`config.mk`:
```
export PLATFORM = sky130hd
export DESIGN_NAME = uart_rx_ctrl_flat
export DESIGN_NICKNAME = d
export VERILOG_FILES = /design/src/rtl/uart_pkg.sv /design/src/rtl/uart_rx_ctrl_if.sv /design/src/rtl/uart_rx_fifo.sv /design/src/rtl/uart_rx_ctrl.sv /design/src/flat_wrapper.sv
export SDC_FILE = /design/constraint.sdc
export NUM_CORES = 1
export LEC_CHECK = 0
export CAP_MARGIN = 10
export CELL_PAD_IN_SITES_DETAIL_PLACEMENT = 0
export CELL_PAD_IN_SITES_GLOBAL_PLACEMENT = 2
export CORE_MARGIN = 1.5
export CORE_UTILIZATION = 35
export CTS_CLUSTER_SIZE = 14
export DETAILED_ROUTE_END_ITERATION = 7
export PLACE_DENSITY_LB_ADDON = 0.1
export SETUP_SLACK_MARGIN = 0.15
export SLEW_MARGIN = 25
export SYNTH_ARGS = -nofsm -noshare
export SYNTH_HDL_FRONTEND = slang
export SYNTH_SLANG_ARGS = --single-unit
```
`constraint.sdc`:
```
create_clock -name clk -period 2.5 [get_ports clk]
set_input_delay 0.25 -clock clk [delete_from_list [all_inputs] [get_ports clk]]
set_output_delay 0.25 -clock clk [all_outputs]
set_load 0.1 [all_outputs]
```
`src/rtl/uart_pkg.sv`:
```
`default_nettype none
// ============================================================================
//  Module      : uart_pkg
//  Description : Shared definitions for the jacaranda-8 UART receive control
//                block: register addresses, STATUS/CTRL bit positions, FSM
//                state encoding, divisor floor and the divisor clamp helper.
//  Revision    : 1.0 - initial release
// ============================================================================
package uart_pkg;

  // Register map
  localparam logic [2:0] ADDR_DATA   = 3'd0;
  localparam logic [2:0] ADDR_STATUS = 3'd1;
  localparam logic [2:0] ADDR_CTRL   = 3'd2;
  localparam logic [2:0] ADDR_DIV_LO = 3'd3;
  localparam logic [2:0] ADDR_DIV_HI = 3'd4;

  // STATUS bit positions
  localparam int STAT_NOT_EMPTY = 0;
  localparam int STAT_FULL      = 1;
  localparam int STAT_OVERRUN   = 2;
  localparam int STAT_RX_EN     = 3;

  // CTRL bit positions
  localparam int CTRL_ENABLE = 0;
  localparam int CTRL_IRQ_EN = 1;
  localparam int CTRL_FLUSH  = 2;

  // Smallest bit period ever handed to the receiver
  localparam logic [15:0] DIV_MIN = 16'd16;

  // Receiver gating state
  typedef enum logic [1:0] {
    ST_OFF   = 2'd0,
    ST_RUN   = 2'd1,
    ST_STALL = 2'd2
  } rx_state_e;

  // Raise a raw divisor to the floor value if it is too small
  function automatic logic [15:0] clamp_div(input logic [15:0] raw,
                                            input logic [15:0] floor_val);
    return (raw < floor_val) ? floor_val : raw;
  endfunction

endpackage
`default_nettype wire

```
`src/rtl/uart_rx_ctrl_if.sv`:
```
`default_nettype none
// ============================================================================
//  Module      : uart_rx_ctrl_if
//  Description : CPU-side register bus of the UART receive control block.
//  Ports       : addr  - register select (3)
//                wdata - write data (8)
//                we    - one-cycle write strobe
//                re    - one-cycle read strobe
//                rdata - registered read data (8), valid the cycle after re
//  Revision    : 1.0 - initial release
// ============================================================================
interface uart_rx_ctrl_if;
  logic [2:0] addr;
  logic [7:0] wdata;
  logic       we;
  logic       re;
  logic [7:0] rdata;

  modport master (output addr, output wdata, output we, output re, input rdata);
  modport slave  (input addr, input wdata, input we, input re, output rdata);
endinterface
`default_nettype wire

```
`src/rtl/uart_rx_fifo.sv`:
```
`default_nettype none
// ============================================================================
//  Module      : uart_rx_fifo
//  Description : Synchronous FIFO for received bytes. A push while full is
//                accepted only when a pop happens in the same cycle; a pop
//                while empty is refused. Flush overrides push and pop.
//  Ports       : clk, reset_n       - clock, asynchronous active-low reset
//                push, wdata        - write request and data
//                pop, rdata         - read request and head-of-queue data
//                flush              - empty the FIFO
//                full, empty, count - occupancy
//  Revision    : 1.0 - initial release
// ============================================================================
module uart_rx_fifo #(
  parameter int DEPTH = 4,
  parameter int WIDTH = 8
) (
  input  logic                     clk,
  input  logic                     reset_n,
  input  logic                     push,
  input  logic [WIDTH-1:0]         wdata,
  input  logic                     pop,
  input  logic                     flush,
  output logic [WIDTH-1:0]         rdata,
  output logic                     full,
  output logic                     empty,
  output logic [$clog2(DEPTH):0]   count
);

  localparam int               PTR_W   = $clog2(DEPTH);
  localparam logic [PTR_W:0]   C_DEPTH = (PTR_W + 1)'(DEPTH);

  logic [WIDTH-1:0] r_mem [DEPTH];
  logic [PTR_W-1:0] r_wr_ptr;
  logic [PTR_W-1:0] r_rd_ptr;
  logic [PTR_W:0]   r_count;
  logic             w_do_push;
  logic             w_do_pop;

  assign full  = (r_count == C_DEPTH);
  assign empty = (r_count == '0);
  assign count = r_count;
  assign rdata = r_mem[r_rd_ptr];

  // A pop frees the slot a same-cycle push lands in, so full+pop may push.
  assign w_do_push = push & (~full | pop) & ~flush;
  assign w_do_pop  = pop & ~empty & ~flush;

  always_ff @(posedge clk or negedge reset_n) begin
    if (!reset_n) begin
      r_wr_ptr <= '0;
      r_rd_ptr <= '0;
      r_count  <= '0;
    end else if (flush) begin
      r_wr_ptr <= '0;
      r_rd_ptr <= '0;
      r_count  <= '0;
    end else begin
      if (w_do_push) r_wr_ptr <= r_wr_ptr + 1'b1;
      if (w_do_pop)  r_rd_ptr <= r_rd_ptr + 1'b1;
      case ({w_do_push, w_do_pop})
        2'b10:   r_count <= r_count + 1'b1;
        2'b01:   r_count <= r_count - 1'b1;
        default: r_count <= r_count;
      endcase
    end
  end

  // Storage needs no reset; the pointers define what is valid.
  always_ff @(posedge clk) begin
    if (w_do_push) r_mem[r_wr_ptr] <= wdata;
  end

endmodule
`default_nettype wire

```
`src/rtl/uart_rx_ctrl.sv`:
```
`default_nettype none
// ============================================================================
//  Module      : uart_rx_ctrl
//  Description : Control and buffering layer for the UART receiver. Programs
//                the receiver bit period, gates start detection, captures
//                completed bytes into a FIFO and exposes DATA/STATUS/CTRL/DIV
//                registers plus a level interrupt.
//  Ports       : clk, reset_n      - clock, asynchronous active-low reset
//                rx_data           - byte from receiver
//                rx_end_flag       - receiver frame-complete strobe
//                rx_en             - receiver start-detection enable
//                clk_count_bit     - bit period to receiver {16'b0, div}
//                bus               - register bus (slave side)
//                irq               - registered level interrupt
//  Revision    : 1.0 - initial release
// ============================================================================
module uart_rx_ctrl #(
  parameter int          FIFO_DEPTH = 4,
  parameter logic [15:0] DIV_RESET  = 16'd434,
  parameter logic [15:0] DIV_MIN    = uart_pkg::DIV_MIN
) (
  input  logic                 clk,
  input  logic                 reset_n,
  input  logic [7:0]           rx_data,
  input  logic                 rx_end_flag,
  output logic                 rx_en,
  output logic [31:0]          clk_count_bit,
  uart_rx_ctrl_if.slave        bus,
  output logic                 irq
);

  import uart_pkg::*;

  localparam int CNT_W = $clog2(FIFO_DEPTH) + 1;

  logic             r_rx_end_d;
  logic             r_edge;
  logic             r_enable;
  logic             r_irq_en;
  logic             r_overrun;
  logic             r_irq;
  logic [15:0]      r_div_shadow;
  logic [15:0]      r_div_active;
  logic [7:0]       r_rdata;
  rx_state_e        r_state;
  rx_state_e        w_state_nxt;
  logic             w_rx_en;

  logic             w_ctrl_wr;
  logic             w_flush;
  logic             w_pop;
  logic             w_push;
  logic             w_drop;
  logic             w_full;
  logic             w_empty;
  logic             w_not_empty;
  logic [CNT_W-1:0] w_count;
  logic [7:0]       w_head;
  logic [7:0]       w_status;

  assign w_ctrl_wr   = bus.we && (bus.addr == ADDR_CTRL);
  assign w_flush     = w_ctrl_wr && bus.wdata[CTRL_FLUSH];
  assign w_pop       = bus.re && (bus.addr == ADDR_DATA) && !w_empty;
  assign w_push      = r_edge && r_enable;
  // Byte lost only when full and no same-cycle pop makes room.
  assign w_drop      = w_push && w_full && !w_pop;
  assign w_not_empty = (w_count != '0);

  uart_rx_fifo #(
    .DEPTH (FIFO_DEPTH),
    .WIDTH (8)
  ) u_fifo (
    .clk     (clk),
    .reset_n (reset_n),
    .push    (w_push),
    .wdata   (rx_data),
    .pop     (w_pop),
    .flush   (w_flush),
    .rdata   (w_head),
    .full    (w_full),
    .empty   (w_empty),
    .count   (w_count)
  );

  // Edge detect is registered, so the push lands one cycle after the edge.
  always_ff @(posedge clk or negedge reset_n) begin
    if (!reset_n) begin
      r_rx_end_d <= 1'b0;
      r_edge     <= 1'b0;
    end else begin
      r_rx_end_d <= rx_end_flag;
      r_edge     <= rx_end_flag & ~r_rx_end_d;
    end
  end

  // Control, shadow divisor and sticky overrun
  always_ff @(posedge clk or negedge reset_n) begin
    if (!reset_n) begin
      r_enable     <= 1'b0;
      r_irq_en     <= 1'b0;
      r_overrun    <= 1'b0;
      r_div_shadow <= DIV_RESET;
    end else begin
      if (w_ctrl_wr) begin
        r_enable <= bus.wdata[CTRL_ENABLE];
        r_irq_en <= bus.wdata[CTRL_IRQ_EN];
      end
      if (bus.we && (bus.addr == ADDR_DIV_LO)) r_div_shadow[7:0]  <= bus.wdata;
      if (bus.we && (bus.addr == ADDR_DIV_HI)) r_div_shadow[15:8] <= bus.wdata;
      if (w_flush)     r_overrun <= 1'b0;
      else if (w_drop) r_overrun <= 1'b1;
    end
  end

  // Active divisor tracks the shadow only while the receiver is idle.
  always_ff @(posedge clk or negedge reset_n) begin
    if (!reset_n) begin
      r_div_active <= DIV_RESET;
    end else if (r_state == ST_OFF) begin
      r_div_active <= clamp_div(r_div_shadow, DIV_MIN);
    end
  end

  always_comb begin
    w_status                 = 8'h00;
    w_status[STAT_NOT_EMPTY] = w_not_empty;
    w_status[STAT_FULL]      = w_full;
    w_status[STAT_OVERRUN]   = r_overrun;
    w_status[STAT_RX_EN]     = w_rx_en;
  end

  // Read data reflects pre-write contents when re and we coincide.
  always_ff @(posedge clk or negedge reset_n) begin
    if (!reset_n) begin
      r_rdata <= 8'h00;
    end else if (bus.re) begin
      case (bus.addr)
        ADDR_DATA:   r_rdata <= w_empty ? 8'h00 : w_head;
        ADDR_STATUS: r_rdata <= w_status;
        ADDR_CTRL:   r_rdata <= {6'b0, r_irq_en, r_enable};
        ADDR_DIV_LO: r_rdata <= r_div_shadow[7:0];
        ADDR_DIV_HI: r_rdata <= r_div_shadow[15:8];
        default:     r_rdata <= 8'h00;
      endcase
    end
  end

  always_ff @(posedge clk or negedge reset_n) begin
    if (!reset_n) r_irq <= 1'b0;
    else          r_irq <= r_irq_en & (w_not_empty | r_overrun);
  end

  // Receiver gating FSM
  always_ff @(posedge clk or negedge reset_n) begin
    if (!reset_n) r_state <= ST_OFF;
    else          r_state <= w_state_nxt;
  end

  always_comb begin
    w_state_nxt = r_state;
    w_rx_en     = 1'b0;
    case (r_state)
      ST_OFF: begin
        if (w_ctrl_wr && bus.wdata[CTRL_ENABLE]) w_state_nxt = ST_RUN;
      end
      ST_RUN: begin
        w_rx_en = 1'b1;
        if (w_ctrl_wr && !bus.wdata[CTRL_ENABLE]) w_state_nxt = ST_OFF;
        else if (w_full)                          w_state_nxt = ST_STALL;
      end
      ST_STALL: begin
        if (w_ctrl_wr && !bus.wdata[CTRL_ENABLE]) w_state_nxt = ST_OFF;
        else if (!w_full)                         w_state_nxt = ST_RUN;
      end
      default: w_state_nxt = ST_OFF;
    endcase
  end

  assign rx_en         = w_rx_en;
  assign clk_count_bit = {16'b0, r_div_active};
  assign bus.rdata     = r_rdata;
  assign irq           = r_irq;

endmodule
`default_nettype wire
```
`src/flat_wrapper.sv`:
```
// flat-port wrapper written by rule: the top's interface ports become plain ports
module uart_rx_ctrl_flat import uart_pkg::*;
#(
  parameter int          FIFO_DEPTH = 4,
  parameter logic [15:0] DIV_RESET  = 16'd434,
  parameter logic [15:0] DIV_MIN    = uart_pkg::DIV_MIN
)
  (clk, reset_n, rx_data, rx_end_flag, rx_en, clk_count_bit, irq, bus_addr, bus_wdata, bus_we, bus_re, bus_rdata);
  uart_rx_ctrl_if bus_i ();
  input  logic clk;
  input  logic reset_n;
  input  logic [7:0] rx_data;
  input  logic rx_end_flag;
  output logic rx_en;
  output logic [31:0] clk_count_bit;
  output logic irq;
  input wire logic [$bits(bus_i.addr)-1:0] bus_addr;
  input wire logic [$bits(bus_i.wdata)-1:0] bus_wdata;
  input wire logic [$bits(bus_i.we)-1:0] bus_we;
  input wire logic [$bits(bus_i.re)-1:0] bus_re;
  output wire logic [$bits(bus_i.rdata)-1:0] bus_rdata;
  assign bus_i.addr = bus_addr;
  assign bus_i.wdata = bus_wdata;
  assign bus_i.we = bus_we;
  assign bus_i.re = bus_re;
  assign bus_rdata = bus_i.rdata;
  uart_rx_ctrl #(.FIFO_DEPTH(FIFO_DEPTH), .DIV_RESET(DIV_RESET), .DIV_MIN(DIV_MIN)) u_core (.clk(clk), .reset_n(reset_n), .rx_data(rx_data), .rx_end_flag(rx_end_flag), .rx_en(rx_en), .clk_count_bit(clk_count_bit), .bus(bus_i), .irq(irq));
endmodule
```
==> summary.txt <==
Setup path
  • Critical R2R Capture: u_core.u_fifo.count[2]$_DFFE_PN0P_
  • R2R depth: 5
  • Reg2reg start: u_core.u_fifo.count[1]$_DFFE_PN0P_
  • CP arrival: 2330 ps
  • Critical path class: input port to flop
  • Worst setup EP type: flop
  • Reg2Reg Setup Slack: 490 ps
  • Max FO, Critical Path: 2
  • Crit path launch type: input port
  • Worst endpoint required time: 2750 ps

Pwr
  • Int Power: 2980 µW
  • PD cells: 1220 nW/µm²
  • Combinational share of power: 44.8%
  • Clock share of power: 17.4%
  • Sw Ratio: 47.9%
  • P_leak: 0.00187 µW
  • Flop pwr share: 37.8%
  • Max IR drop VDD: 0.000820 V
  • Switching Power: 2730 µW

Yosys
  • Synthesis Warnings: 0
  • Synth Instances: 268
  • Synth Register Bits: 87
  • Top post-synthesis cells by area: dfrtp_1 (29%), edfxtp_1 (25%), mux2_1 (8.4%)
  • Synth unique cells: 54
  • Mapped Area: 3890 µm²
  • Largest area contributor in the netlist: dfrtp_1
  • Avg Inst Size Synth: 14.5 µm²
  • Post-synth top area share: 28.9%
  • Sequential element share of the synthesized area: 60.4%

Floorplan
  • Die Y: 108 µm
  • Die ar.: 11,800 µm²
  • Row count: 38
  • Die X: 108 µm
  • Floorplan core area: 10,800 µm²
  • IO Pins: 66
  • Initial Util: 35.9%

CTS
  • Worst skew pair latency: 360 ps
  • PostCTS Resize Cnt: 0
  • Clock slew at reported path FFs: 100 ps
  • Clock sinks: 87
  • H-tree lvl count: 3
  • CTS tree: done
  • Clock buffer depth: 2
  • # Post-CTS Setup Buffers: 0
  • Post-CTS Hold Buffers: 1
  • CTS Root Cell: clkbuf_8
  • Cts bufs inserted: 9

Timing
  • Setup_tns: 0 ps
  • Final Hold Fails: 0
  • Slew margin rel.: 56.1%
  • Minimum clock period: 2080 ps
  • Final Max Slew Viols: 0
  • Worst-Margin Slew: 652 ps
  • Maximum clock rate: 480 MHz
  • Setup violators final: 0
  • Worst Skew: 12.2 ps
  • Final period utilization: 83.3%
  • Worst hold slack: 353 ps
  • Unrepaired setup endpoints after global routing: false

Place
  • GPL Wtd Cong: 0.794
  • IO Port Bufs: 49
  • HPWL after detailed placement: 6170 µm

Global route
  • First-pass GRT wire length: 13,100 µm
  • GR Overflow Total: 0
  • Vias in the first global route: 2,395
  • M3 GR Usage: 2.89%
  • Initial antenna violation count: 0
  • Largest net degree at the start of global routing: 25
  • GRT Total Usage: 15.0%
  • GR met1 Demand/Resource: 20.9%
  • GRT met2 Usage: 23.3%
  • Global route hottest layer: met2

Detailed routing
  • # DRC: 0
  • Vias: 2,280
  • Initial DRC count: 126
  • Final wirelength: 8150 µm
  • DRT antenna net count: 0
  • TritonRoute pass-1 iters: 4
  • Via/cell ratio: 4.82
  • Post-DR wirelength/cell: 17.2 µm

Run
  • Max Cap Viol: 0

Min path
  • WHS Endpoint: u_core.r_rx_end_d$_DFF_PN0_
  • HP Class: input port to flop
  • Hold Crit Start: rx_end_flag
  • WHS Path Cells: 1

Final layout
  • Area Growth Syn to Fin: 20.0%
  • Most frequent cells in the layout: dfrtp_1 (45), buf_4 (37), edfxtp_1 (32)
  • Commonest non-fill, non-tap cell in the layout: dfrtp_1
  • Share of layout cells above drive strength 1: 25.2%
  • Inserted Diodes: 0
  • Nets: 357

Outcome
  • Status: complete, no violations
area by class of cell:
| type | instances | area (µm²) |
|---|---|---|
| repair buffers | 61 | 513 |
| clock buffers | 9 | 124 |
| flip-flops and latches | 87 | 2350 |
| fillers | 995 | 6170 |
| multi-input cells | 157 | 1370 |
| inverters | 12 | 45.0 |
| clock inverters | 7 | 88.8 |
| well taps | 140 | 175 |
worst max-delay path by stage:
stage | start | endpoint | slack, ps | cells past startpoint
2_1_floorplan | bus_addr[1] | u_core.u_fifo.count[2]$_DFFE_PN0P_ | 400 | 6
5_1_grt | bus_addr[2] | u_core.u_fifo.count[2]$_DFFE_PN0P_ | 350 | 6
4_1_cts | bus_addr[1] | u_core.u_fifo.r_mem[1][0]$_DFFE_PP_ | 420 | 5
3_5_place_dp | bus_addr[2] | u_core.u_fifo.count[2]$_DFFE_PN0P_ | 40 | 6
6_report | bus_addr[2] | u_core.u_fifo.count[2]$_DFFE_PN0P_ | 420 | 6
3_3_place_gp | bus_addr[2] | u_core.u_fifo.count[2]$_DFFE_PN0P_ | 60 | 6
power by group through the flow:
stage,Combinational [µW],Clock (µW),Sequential (µW)
floorplan,979,0,3210
global placement,2570,0,2200
detailed placement,2580,0,2210
CTS,2580,1030,2180
global route,2710,1090,2230
finish,2560,993,2160
registers in the layout, indices dropped and copies added (netlist names):
register and cells:
u_core.r_enable 1, u_core.u_fifo.r_wr_ptr 2, u_core.r_div_shadow 16, u_core.bus.rdata 8
u_core.u_fifo.r_mem 32, u_core.r_state 2, u_core.u_fifo.r_rd_ptr 2, u_core.u_fifo.count 3
u_core.r_edge 1, u_core.r_rx_end_d 1, u_core.r_div_active 16, u_core.irq 1
u_core.r_irq_en 1, u_core.r_overrun 1
Yosys cell counts, drive strengths merged:
cell,n
dfstp,10
clkbuf,2
nor3b,2
buf,25
conb,1
xor2,2
or3,1
nand3b,2
mux2i,3
o221ai,2
a22oi,1
inv,12
nor2b,4
xnor2,2
a31o,1
nand2,7
edfxtp,32
mux4,9
o22ai,6
nor2,9
and3,4
and2,5
nor4b,2
a2111oi,1
a222oi,4
nor3,3
ha,4
dfrtp,45
nor4,4
a21oi,7
o21ai,3
fa,1
or2,1
or3b,2
nor4bb,1
a22o,6
or4b,1
o21a,2
nand3,3
mux2,31
a221oi,2
nand2b,1
a31oi,2
stage by stage:
stage | cells | util (%) | worst slack [ps] | total power (µW) | instance area [µm²]
floorplan | 283 | - | 404 | 4190 | 3950
global placement | 456 | 41.0 | 61.8 | 4770 | 4450
detailed placement | 456 | 41.0 | 41.7 | 4790 | 4450
CTS | 473 | 43.1 | 423 | 5790 | 4670
global route | 473 | 43.1 | 347 | 6030 | 4670
finish | 473 | 43.1 | 417 | 5710 | 4670
cells by family after synthesis:
logic type,share of synthesized area (%)
other cells,0.0964
flops,60.4
simple gates,8.81
mux,15.0
fa+ha+maj,1.80
compound gates,7.27
buf+inv,5.79
xor+xnor,0.900
layer usage:
| layer | share of wire, % | routed length [µm] |
|---|---|---|
| met1 | 48 | 3910 |
| met2 | 47 | 3860 |
| met3 | 3.3 | 270 |
| met4 | 1.3 | 106 |
| met5 | 0 | 0 |
worst max-delay path, stage by stage:
cell and delay [ps]:
clkdlybuf4s50_1 420, or4b_4 580, nor3_2 180, fa_1 230
mux4_2 490, a22o_1 180
Note: power is estimated with default switching activity, not from simulation.
